===== src/rtl/spi_byte_tx.sv =====
// SPI mode-0 master transmitter: one byte per cs-low frame, MSB first, with a
// guaranteed cs-high gap after each frame so the display can latch the character.
module spi_byte_tx #(
  parameter int CLK_DIV = 4,
  parameter int CS_GAP  = 8
) (
  input  logic       clk,
  input  logic       rst_n,
  input  logic [7:0] tx_data,
  input  logic       tx_valid,
  output logic       tx_ready,
  output logic       busy,
  output logic       done,
  output logic       sck,
  output logic       mosi,
  output logic       cs
);

  localparam int DIV_W = $clog2(CLK_DIV) + 1;
  localparam int GAP_W = $clog2(CS_GAP) + 1;
  localparam logic [DIV_W-1:0] DIV_LAST = DIV_W'(CLK_DIV - 1);
  localparam logic [GAP_W-1:0] GAP_LAST = GAP_W'(CS_GAP - 1);

  typedef enum logic [2:0] {
    S_IDLE,
    S_SETUP,
    S_SHIFT,
    S_HOLD,
    S_GAP
  } state_t;

  state_t           state, state_nxt;
  // bit 7 goes straight to mosi at accept, so only bits 6..0 need storing
  logic [6:0]       shreg, shreg_nxt;
  logic [2:0]       bit_cnt, bit_cnt_nxt;
  logic [DIV_W-1:0] div_cnt, div_cnt_nxt;
  logic [GAP_W-1:0] gap_cnt, gap_cnt_nxt;
  logic             sck_nxt, mosi_nxt, cs_nxt, done_nxt;

  always_ff @(posedge clk or negedge rst_n) begin
    if (!rst_n) begin
      state   <= S_IDLE;
      shreg   <= '0;
      bit_cnt <= '0;
      div_cnt <= '0;
      gap_cnt <= '0;
      sck     <= 1'b0;
      mosi    <= 1'b0;
      cs      <= 1'b1;
      done    <= 1'b0;
    end else begin
      state   <= state_nxt;
      shreg   <= shreg_nxt;
      bit_cnt <= bit_cnt_nxt;
      div_cnt <= div_cnt_nxt;
      gap_cnt <= gap_cnt_nxt;
      sck     <= sck_nxt;
      mosi    <= mosi_nxt;
      cs      <= cs_nxt;
      done    <= done_nxt;
    end
  end

  always_comb begin
    state_nxt   = state;
    shreg_nxt   = shreg;
    bit_cnt_nxt = bit_cnt;
    div_cnt_nxt = div_cnt;
    gap_cnt_nxt = gap_cnt;
    sck_nxt     = sck;
    mosi_nxt    = mosi;
    cs_nxt      = cs;
    done_nxt    = 1'b0;

    case (state)
      S_IDLE: begin
        if (tx_valid) begin
          shreg_nxt   = tx_data[6:0];
          mosi_nxt    = tx_data[7];
          cs_nxt      = 1'b0;
          div_cnt_nxt = '0;
          bit_cnt_nxt = '0;
          state_nxt   = S_SETUP;
        end
      end

      S_SETUP: begin
        if (div_cnt == DIV_LAST) begin
          div_cnt_nxt = '0;
          sck_nxt     = 1'b1;
          state_nxt   = S_SHIFT;
        end else begin
          div_cnt_nxt = div_cnt + DIV_W'(1);
        end
      end

      // sck phase is read from the sck register itself; data moves on falling edges
      S_SHIFT: begin
        if (div_cnt == DIV_LAST) begin
          div_cnt_nxt = '0;
          sck_nxt     = ~sck;
          if (sck) begin
            bit_cnt_nxt = bit_cnt + 3'd1;
            if (bit_cnt == 3'd7) begin
              state_nxt = S_HOLD;
            end else begin
              mosi_nxt  = shreg[6];
              shreg_nxt = {shreg[5:0], 1'b0};
            end
          end
        end else begin
          div_cnt_nxt = div_cnt + DIV_W'(1);
        end
      end

      S_HOLD: begin
        if (div_cnt == DIV_LAST) begin
          div_cnt_nxt = '0;
          cs_nxt      = 1'b1;
          done_nxt    = 1'b1;
          mosi_nxt    = 1'b0;
          gap_cnt_nxt = '0;
          state_nxt   = S_GAP;
        end else begin
          div_cnt_nxt = div_cnt + DIV_W'(1);
        end
      end

      S_GAP: begin
        if (gap_cnt == GAP_LAST) begin
          gap_cnt_nxt = '0;
          state_nxt   = S_IDLE;
        end else begin
          gap_cnt_nxt = gap_cnt + GAP_W'(1);
        end
      end

      default: state_nxt = S_IDLE;
    endcase
  end

  assign tx_ready = (state == S_IDLE);
  assign busy     = (state != S_IDLE);

endmodule


===== config.mk =====
export PLATFORM = sky130hd
export DESIGN_NAME = spi_byte_tx
export DESIGN_NICKNAME = d
export VERILOG_FILES = /design/src/rtl/spi_byte_tx.sv
export SDC_FILE = /design/constraint.sdc
export NUM_CORES = 1
export LEC_CHECK = 0
export ABC_AREA = 1
export BUFFER_PORTS_ARGS = -buffer_cell sky130_fd_sc_hd__buf_2
export CAP_MARGIN = 20
export CORE_MARGIN = 2
export CORE_UTILIZATION = 59
export CTS_BUF_LIST = sky130_fd_sc_hd__clkbuf_8
export CTS_CLUSTER_SIZE = 14
export DETAILED_ROUTE_END_ITERATION = 10
export PLACE_DENSITY = 0.86
export SKIP_CTS_REPAIR_TIMING = 1
export SLEW_MARGIN = 20
export SYNTH_ARGS = -nofsm -noshare
export SYNTH_HDL_FRONTEND = slang
export SYNTH_SLANG_ARGS = --single-unit
export TNS_END_PERCENT = 5

===== constraint.sdc =====
create_clock -name clk -period 1.65 [get_ports clk]
set_clock_uncertainty 0.1 [all_clocks]
set_input_delay 0.4125 -clock clk [delete_from_list [all_inputs] [get_ports clk]]
set_output_delay 0.4125 -clock clk [all_outputs]
set_load 0.05 [all_outputs]

Word-level counts from Yosys, hierarchy flattened

Cells that the tools add are included.

Bits in registers: 24
Input port bits: 11
Output and inout bits: 6
Word-level logic and storage cells: 80

Add/subtract/negate cells: 3
Eq/ne operators: 15
Multiplexer cells: 35
Bitwise gates (word level): 1
Reduce and logical (&&, ||, !) cells: 17

Operators with widths:

| kind                                           | count |
|---|---|
| 2-to-1 mux 3 bit                               | 11 |
| 2-to-1 mux 7 bit                               | 4 |
| inequality test 2 bit (second input constant)  | 8 |
| one-hot mux 3 bit (5 select lines)             | 1 |
| one-hot mux 7 bit (2 select lines)             | 1 |
| one-hot mux 3 bit (2 select lines)             | 2 |
| 2-to-1 mux 1 bit                               | 10 |
| nonzero test 2 bit                             | 5 |
| == test 3 x 2 -> 1 bit (second input constant) | 3 |
| 2-to-1 mux 4 bit                               | 2 |
| one-hot mux 4 bit (2 select lines)             | 1 |
| AND reduction 7 bit                            | 1 |
| adder 3 x 1 -> 3 bit (second input constant)   | 2 |
| == test 3 bit (second input constant)          | 2 |
| AND reduction 3 bit                            | 2 |
| AND reduction 6 bit                            | 1 |
| nonzero test 3 bit                             | 2 |
| AND reduction 5 bit                            | 1 |
| adder 4 x 1 -> 4 bit (second input constant)   | 1 |
| == test 4 x 3 -> 1 bit (second input constant) | 1 |
| one-hot mux 1 bit (2 select lines)             | 2 |
| AND reduction 2 bit                            | 2 |
| AND reduction 4 bit                            | 1 |
| == test 3 x 1 -> 1 bit (second input constant) | 1 |
| 4 further kinds                                | 4 |

Logic depth before layout (Yosys ltp)

Gate-level depths: netlist of the first run.

Depth in word-level cells: 5
Gate-level depth with buffers: 9

Worst setup path after synthesis of the first run

OpenSTA, ideal clock, no wires.

Kind: register to output
From: register state[2]
To: output port busy
Arrival: 1.629 ns
Setup slack: -0.491 ns
Stages on the path, launching flop included: 6
Cells stage by stage: dfrtp_1 buf_4 nor2_4 inv_1 nor2_2 inv_1

Word-level cells in the longest chain between the ends: 1

RTL lines:

| item                   | RTL line | source |
|---|---|---|
| start, declared        | 32       | `state_t state, state_nxt;` |
| start signal, assigned | 52       | `state <= state_nxt;` |
| nonzero test 3 bit     | 143      | `assign busy = (state != S_IDLE);` |
| end, declared          | 12       | `output logic busy,` |

Every way passes these cells.

Worst setup path in the final report of the first run

Ends and elaborated chain as after synthesis.

==> run summary, run 1 <==
Total wire length = 2719 um
Initial antenna violation count = 0
Most common cell after layout, fill and taps aside = nand2_1
Post-synthesis sequential area ratio = 44.66%
Clk pwr share = 12.8%
Total GRT Usage = 23.38%
CTS Sinks = 24
Failing checks = setup timing
Ant. Diodes = 0
Largest net degree at the start of global routing = 25
Starting DRT DRC Count = 22
Crit path DAT = 1.25 ns
Max Cap Viol = 0
Sw Pwr = 1.492 mW
Row Count = 17
Worst-Skew Late Latency = 0.27 ns
Post-synth cell types = 23
Pint = 1.606 mW
Outcome = finished with violations
Most frequent cells in the layout = 73 x nand2_1, 22 x dfrtp_1, 15 x inv_1, 14 x buf_2, 13 x nand3_1
Met2 wire length = 1419 um
RePlAce Congestion = 0.8298
Routed via count = 1201
Crit path launch type = register
R2R Path Start = state[2]
IO buf count = 16
Hold Slack = 0.01144 ns
Final core occ = 71.05%
Die height = 51.79 um
R2r endpoint = mosi
Sw Share = 48.17%
Seq pwr share = 31.2%
Synth Instances = 178
Max VDD drop = 1.231 mV
WL met3 = 108 um
FMAX = 567.8 MHz
Crit path capture type = output pin
Nets = 216
Hold Path Class = in2async
Worst Tran Pin Value = 0.5232 ns
Max Root-Sink Buffers = 2
Rel. slew slack = 65.12%
First-pass GRT wire length = 4671 um
Type of the worst setup path = reg2out
Number of synthesized register bits = 24
DR top layer = met4
I/O Pins = 17
Vias per cell = 5.268
Share of post-route cells with drive strength above 1 = 26.00%
Reg2reg path depth = 9
Pwr per Cell Area = 1990 mW/mm2
Mapped Area = 0.001348 mm2
Remaining global-route overflow = 0
Clock transition at path regs = 0.08 ns
Avg Cell Area, Syn = 7.570 um2
WP data required = 1.14 ns
Comb power frac = 56.0%
Final setup viols = 2
DRC = 0
P&R area growth vs syn = 15.51%
Post-Syn Nets = 193
Final worst setup slack = -0.1111 ns
Setup Slack @ Placement = 0.05375 ns
LEAKAGE = 0.8889 nW
Core area = 0.002191 mm2
Final hold vios = 0
Die area = 0.002682 mm2
Flop-to-flop setup slack = 0.08 ns
RSZ-0062 raised after global routing = true
Vias in the first global route = 1167
Final min period = 1.761 ns
Post-route cell area = 0.001556 mm2
CTS tree = built
Final HPWL DP = 2100 um
CTS buffer count = 3
Yosys warning count = 0
Pins Over Slew Limit = 0
Crit-path max FO = 4
Cell Area, Placed = 0.001468 mm2
Root Driver = clkbuf_8
Die W = 51.79 um
Initial Utilization = 61.51%
Antenna violation net count after detailed routing = 0
M1 wire length = 1130 um
Fin crit share = 106.7%
Routed WL per cell = 11.93 um
TritonRoute pass-1 iters = 4
H-Tree Depth = 1
[worst max-delay path, cell delays in order, from the launching register on]
cell and delay [ns]:
dfrtp_1 0.42, nor2_4 0.13, inv_2 0.05, nor2_4 0.17
inv_2 0.06, buf_8 0.15
[cell usage after synthesis]
cell / number / area, um2
o21a_1: 1 / 7.510
buf_6: 2 / 22.52
inv_1: 19 / 71.32
nand2_4: 2 / 22.52
dfstp_2: 1 / 26.28
nor2_2: 5 / 31.28
nand4_1: 2 / 12.51
nand3_1: 13 / 65.06
ha_1: 4 / 50.05
nand3_2: 1 / 10.01
buf_4: 1 / 7.510
nand2_2: 2 / 12.51
o31ai_1: 1 / 7.510
o21ai_1: 4 / 20.02
a21oi_1: 3 / 15.01
inv_4: 1 / 6.260
dfrtp_1: 23 / 575.6
nor2_4: 2 / 22.52
o21ai_0: 4 / 20.02
o21ai_2: 3 / 26.28
inv_2: 3 / 11.26
nor2_1: 7 / 26.28
nand2_1: 74 / 277.8
[per-layer routing]
| layer | vias to the layer above | global-route usage [%] |
|---|---|---|
| li1 | 595 | - |
| met1 | 562 | 26.55 |
| met2 | 34 | 41.03 |
| met3 | 10 | 4.598 |
| met4 | 0 | 12.72 |
| met5 | - | 0 |
[stage by stage]
| step | power, mW | instances | TNS (ns) |
|---|---|---|---|
| 3_3_place_gp | 2.520 | 223 | 0 |
| 5_1_grt | 3.346 | 228 | -0.3543 |
| 2_1_floorplan | 2.256 | 178 | -0.2467 |
| 4_1_cts | 3.016 | 227 | -0.3065 |
| 3_5_place_dp | 2.604 | 223 | 0 |
| 6_report | 3.098 | 228 | -0.1954 |
[kinds of logic (layout without fill, tap and decap cells)]
group,after synthesis,after routing,share of synthesized area (%)
fa+ha+maj,4,4,3.714
simple gates,108,108,35.65
buf+inv,26,48,8.821
compound gates,16,16,7.150
flops,24,24,44.66
[worst max-delay path by stage]
| stage | start | endpoint | slack [ns] | cells past startpoint |
|---|---|---|---|---|
| after floorplan | state[2] | busy | -0.25 | 5 |
| after global placement | bit_cnt[0] | shreg[2] | 0.12 | 9 |
| after detailed placement | bit_cnt[0] | shreg[4] | 0.05 | 9 |
| after CTS | state[0] | tx_ready | -0.16 | 4 |
| after global routing | state[2] | busy | -0.15 | 5 |
| final | state[2] | busy | -0.11 | 5 |
[power by group through the flow]
stage,Clock [mW],Sequential (mW),Combinational (mW)
after floorplan,0,1.03,1.22
after global placement,0,0.952,1.57
after detailed placement,0,0.973,1.63
after CTS,0.405,0.962,1.65
after global routing,0.421,0.986,1.94
final,0.396,0.967,1.74
[sequential cells by signal, summed over array words and instances (netlist names)]
| register | cells |
|---|---|
| bit_cnt | 3 |
| cs | 1 |
| div_cnt | 3 |
| done | 1 |
| gap_cnt | 4 |
| mosi | 1 |
| sck | 1 |
| shreg | 7 |
| state | 3 |
[layout make-up]
type,instances,area [um2]
well taps,28,35.03
repair buffers,21,133.9
inverters,23,92.59
flip-flops and latches,24,603.1
multi-input cells,128,636.9
clock buffers,4,55.05
fillers,179,634.4
Power figures use the tool's default switching activity.
==> run 2, diff against run 1 <==
Settings changed: CORE_UTILIZATION 59 to 53, PLACE_DENSITY 0.86 to 0.82.
Clock period 1.65 ns to 1.45 ns, I/O delays scaled along.
==> run 2 against run 1 <==
Effect of this change:
- the flow finishes with violations (hold timing, setup timing)
- worst hold slack worse by 0.048 ns
- critical path depth unchanged
- sequential share of layout area down 2.6 points
- register-to-register slack worse by 0.11 ns
- non-clock buffer count up 8
- via count up 0.17%
- worst setup slack worse by 0.11 ns
- clock-buffer cell count down 1
- critical endpoint unchanged
==> run summary, run 2 (synthesis results as in run 1) <==
Rel. slew slack = 64.33%
Most common cell after layout, fill and taps aside = nand2_1
Critical path's top delay family = flip-flops
Cell Area, Placed = 0.001538 mm2
Final setup viols = 10
First-pass GRT wire length = 4754 um
Most frequent cells in the layout = 73 x nand2_1, 22 x dfrtp_1, 15 x inv_1, 14 x buf_4
Max VDD drop = 1.418 mV
# fillers = 200
Post-route cell area = 0.001670 mm2
Die W = 54.43 um
CTS Sinks = 24
CTS buffer count = 3
Pwr per Cell Area = 2260 mW/mm2
Die area = 0.002962 mm2
Sw Share = 46.22%
RePlAce Congestion = 0.8548
Clock transition at path regs = 0.09 ns
Final worst setup slack = -0.2176 ns
Slowest Stage Delay on Critical Path = 0.43 ns
Hold Path Class = in2async
WP buf/inv = 3
Final min period = 1.668 ns
Ant. Diodes = 0
Final HPWL DP = 2091 um
Largest regs = shreg: 7 flops, gap_cnt: 4 flops
Cells after DPL = 234
Crit-path max FO = 3
Crit path max-delay cell type = dfrtp_1
Worst-Skew Late Latency = 0.27 ns
Row Count = 18
Non-filler cells, final = 238
Routed via count = 1203
Share of post-route cells with drive strength above 1 = 30.29%
Pins Over Slew Limit = 0
Initial antenna violation count = 0
Type of the worst setup path = reg2out
Core area = 0.002432 mm2
Total GRT Usage = 22.25%
P&R area growth vs syn = 23.96%
I/O Pins = 17
Setup TNS = -0.5429 ns
LEAKAGE = 0.9286 nW
Starting DRT DRC Count = 25
Crit path DAT = 1.21 ns
Pint = 2.030 mW
Crit path capture type = output pin
Antenna violation net count after detailed routing = 0
DRC = 0
Remaining global-route overflow = 0
Max Cap Viol = 0
Clk pwr share = 15.6%
Seq pwr share = 28.7%
Max Root-Sink Buffers = 2
Max FFs per register = 7
Comb power frac = 55.6%
Fin crit share = 115.0%
Die height = 54.43 um
Final hold vios = 23
Failing checks = hold timing, setup timing
Crit path launch type = register
WP data required = 0.99 ns
TritonRoute pass-1 iters = 4
Hold Slack = -0.03693 ns
Sw Pwr = 1.745 mW
Nets = 224
IO buf count = 16
H-Tree Depth = 1
CP cell instances = nor2_4, inv_2, nor2_4, inv_1, buf_6
Worst Tran Pin Value = 0.5351 ns
Routed WL per cell = 11.93 um
FMAX = 599.7 MHz
Root Driver = clkbuf_8
CTS tree = built
Outcome = finished with violations
Largest net degree at the start of global routing = 25
Vias per cell = 5.055
Cell mode on critical path = nor2_4
RSZ-0062 raised after global routing = true
Vias in the first global route = 1184
Total wire length = 2840 um
Largest Register = shreg
Initial Utilization = 55.40%
run 2: cell count changes in the layout (fill, tap and decap cells not counted), sizes merged:
| cell | previous run | this run |
|---|---|---|
| buf | 21 | 29 |
| bufinv | 0 | 1 |
| clkbuf | 4 | 3 |
run 2: final cells by class:
cell class                      instances  area, um2  area share (%)
Sequential cell                        24      603.1           36.10
Timing Repair Buffer                   29      196.4           11.76
Inverter                               23      92.59           5.543
Clock buffer                            3      41.29           2.472
Clock inverter                          1      30.03           1.798
Multi-Input combinational cell        128      669.4           40.07
Tap cell                               30      37.54           2.247
run 2: final timing paths:
check                            from    endpoint  slack (ns)  depth (start not counted)
setup / recovery             state[2]        busy       -0.22                          5
min in group clk           tx_data[0]    shreg[0]        0.24                          3
hold reg to reg                  mosi        mosi        0.38                          2
setup reg to reg             state[2]  gap_cnt[2]       -0.03                          9
max in group asynchronous       rst_n    state[1]        0.91                          1
hold / removal                  rst_n  div_cnt[0]       -0.04                          1
run 2: through the flow:
stage / setup WS (ns) / utilization [%] / power (mW)
after detailed placement: -0.1009 / 63.22 / 3.069
final: -0.2176 / 68.67 / 3.774
after global placement: -0.02800 / 63.22 / 2.980
after global routing: -0.2839 / 68.67 / 4.097
after floorplan: -0.3967 / - / 2.567
after CTS: -0.2861 / 66.15 / 3.681
run 2: power groups by stage:
stage	registers, mW	clock network, mW	logic, mW
after floorplan	1.18	0	1.39
after global placement	1.07	0	1.91
after detailed placement	1.08	0	1.98
after CTS	1.07	0.599	2.01
after global routing	1.11	0.621	2.37
final	1.08	0.590	2.10
run 2: metal layers:
layer	wire length, um	GRT usage [%]
met4	48	8.333
met5	0	0
met2	1482	41.77
met3	121	3.825
met1	1186	24.74
==> run 3, diff against run 2 <==
Settings changed: BUFFER_PORTS_ARGS -buffer_cell sky130_fd_sc_hd__buf_2 to not set, CORE_MARGIN 2 to 4, CORE_UTILIZATION 53 to 58, DONT_BUFFER_PORTS set to 1, PLACE_DENSITY 0.82 to 0.81.
==> run 3 against run 2 <==
Effect of this change:
- combinational power up 2%
- via count down 0.83%
- cell count is 4.2% lower
- largest power group unchanged
- critical path type unchanged
- the flow finishes with violations (setup timing)
- routed wire length down 0.95%
- worst hold slack better by 0.18 ns
- utilization is 6.2 points higher
- sequential share of layout area is 0.33 points higher
- total power shrank 1.2%
==> run summary, run 3 (synthesis results as in run 1) <==
Final HPWL DP = 2120 um
Hold Path Class = in2reg
Share of post-route cells with drive strength above 1 = 30.00%
Max Root-Sink Buffers = 2
Vias per cell = 5.232
Cells after DPL = 221
Final setup viols = 8
Crit path launch type = register
Crit-path max FO = 3
Max VDD drop = 1.863 mV
CP cell instances = nor2_4, inv_2, nor2_4, buf_4
Largest net degree at the start of global routing = 25
Largest regs = shreg: 7 flops, gap_cnt: 4 flops
Die W = 56.20 um
CTS tree = built
I/O Pins = 17
Max FFs per register = 7
Seq. cell area = 603.1 um2
RSZ-0062 raised after global routing = true
CTS buffer count = 3
Non-filler cells, final = 228
LEAKAGE = 0.9025 nW
Ant. Diodes = 0
Total wire length = 2813 um
Cell mode on critical path = nor2_4
# fillers = 163
Max Cap Viol = 0
FMAX = 580.6 MHz
Vias in the first global route = 1222
CTS Sinks = 24
Type of the worst setup path = reg2out
Row Count = 17
Worst-Skew Late Latency = 0.26 ns
First-pass GRT wire length = 5043 um
Core area = 0.002212 mm2
Nets = 216
Crit path capture type = output pin
Starting DRT DRC Count = 24
Pwr per Cell Area = 2253 mW/mm2
Initial antenna violation count = 0
Most common cell after layout, fill and taps aside = nand2_1
Final worst setup slack = -0.2724 ns
Pins Over Slew Limit = 0
Crit path DAT = 1.26 ns
RePlAce Congestion = 0.8485
Crit path max-delay cell type = dfrtp_2
Routed WL per cell = 12.34 um
Final hold vios = 0
TritonRoute pass-1 iters = 4
Hold Slack = 0.1431 ns
Die height = 56.20 um
Remaining global-route overflow = 0
Routed via count = 1193
Antenna violation net count after detailed routing = 0
WP data required = 0.99 ns
Fin crit share = 118.8%
Largest Register = shreg
Failing checks = setup timing
Initial Utilization = 60.92%
DRC = 0
Outcome = finished with violations
Rel. slew slack = 67.99%
P&R area growth vs syn = 22.84%
IO buf count = 0
Slowest Stage Delay on Critical Path = 0.45 ns
Root Driver = clkbuf_8
Most frequent cells in the layout = 71 x nand2_1, 22 x dfrtp_1, 17 x buf_4, 14 x inv_1, 12 x nand3_1
Clock transition at path regs = 0.09 ns
Die area = 0.003158 mm2
H-Tree Depth = 1
Worst Tran Pin Value = 0.4802 ns
Multi-input gate area = 689.4 um2
Total GRT Usage = 19.45%
Final min period = 1.722 ns
[run 3: layout make-up]
cell class	count	share of cell area, %
tap	28	2.116
sequential	24	36.43
timing repair buffer	21	10.88
multi-input combinational	128	41.65
inverter	23	5.593
clock buffer	4	3.326
[run 3: path summary, 6_finish.rpt]
check,startpoint,endpoint,slack (ns),cells past startpoint
worst max-delay path,state[2],tx_ready,-0.27,4
worst min-delay path,tx_data[0],shreg[0],0.14,2
worst max register to register,state[2],shreg[1],-0.05,9
worst min register to register,shreg[6],shreg[6],0.39,2
max in group asynchronous,rst_n,cs,0.62,2
min in group asynchronous,rst_n,gap_cnt[2],0.42,2
[run 3: worst max-delay path: cells and delay by family (launching register included)]
kind	cells	cell delay, ns
flops	1	0.45
buf+inv	2	0.27
simple gates	2	0.28
[run 3: power by group]
| group | leakage, nW | switching, mW | internal (mW) |
|---|---|---|---|
| logic | 0.566 | 1.33 | 0.810 |
| clock network | 0.0288 | 0.205 | 0.242 |
| registers | 0.307 | 0.232 | 0.910 |
| total | 0.903 | 1.77 | 1.96 |
[run 3: metal layers]
| metal | share of wire, % | GRT usage (%) |
|---|---|---|
| met1 | 39 | 23.18 |
| met2 | 55 | 35.73 |
| met3 | 4.4 | 3.248 |
| met4 | 1.5 | 5.085 |
| met5 | 0 | 0 |
[run 3: stage by stage]
step                      TNS [ns]  utilization [%]  total power, mW  area [um2]  setup slack (ns)
final                      -0.6913            74.83            3.729        1655           -0.2724
after detailed placement   -0.5981            67.48            3.119        1493          -0.07991
after global placement    -0.04101            67.48            3.022        1493         -0.009912
after CTS                   -1.366            69.97            3.574        1548           -0.2605
after global routing        -2.482            74.83            4.084        1655           -0.3415
after floorplan            -0.8192                -            2.567        1353           -0.3967
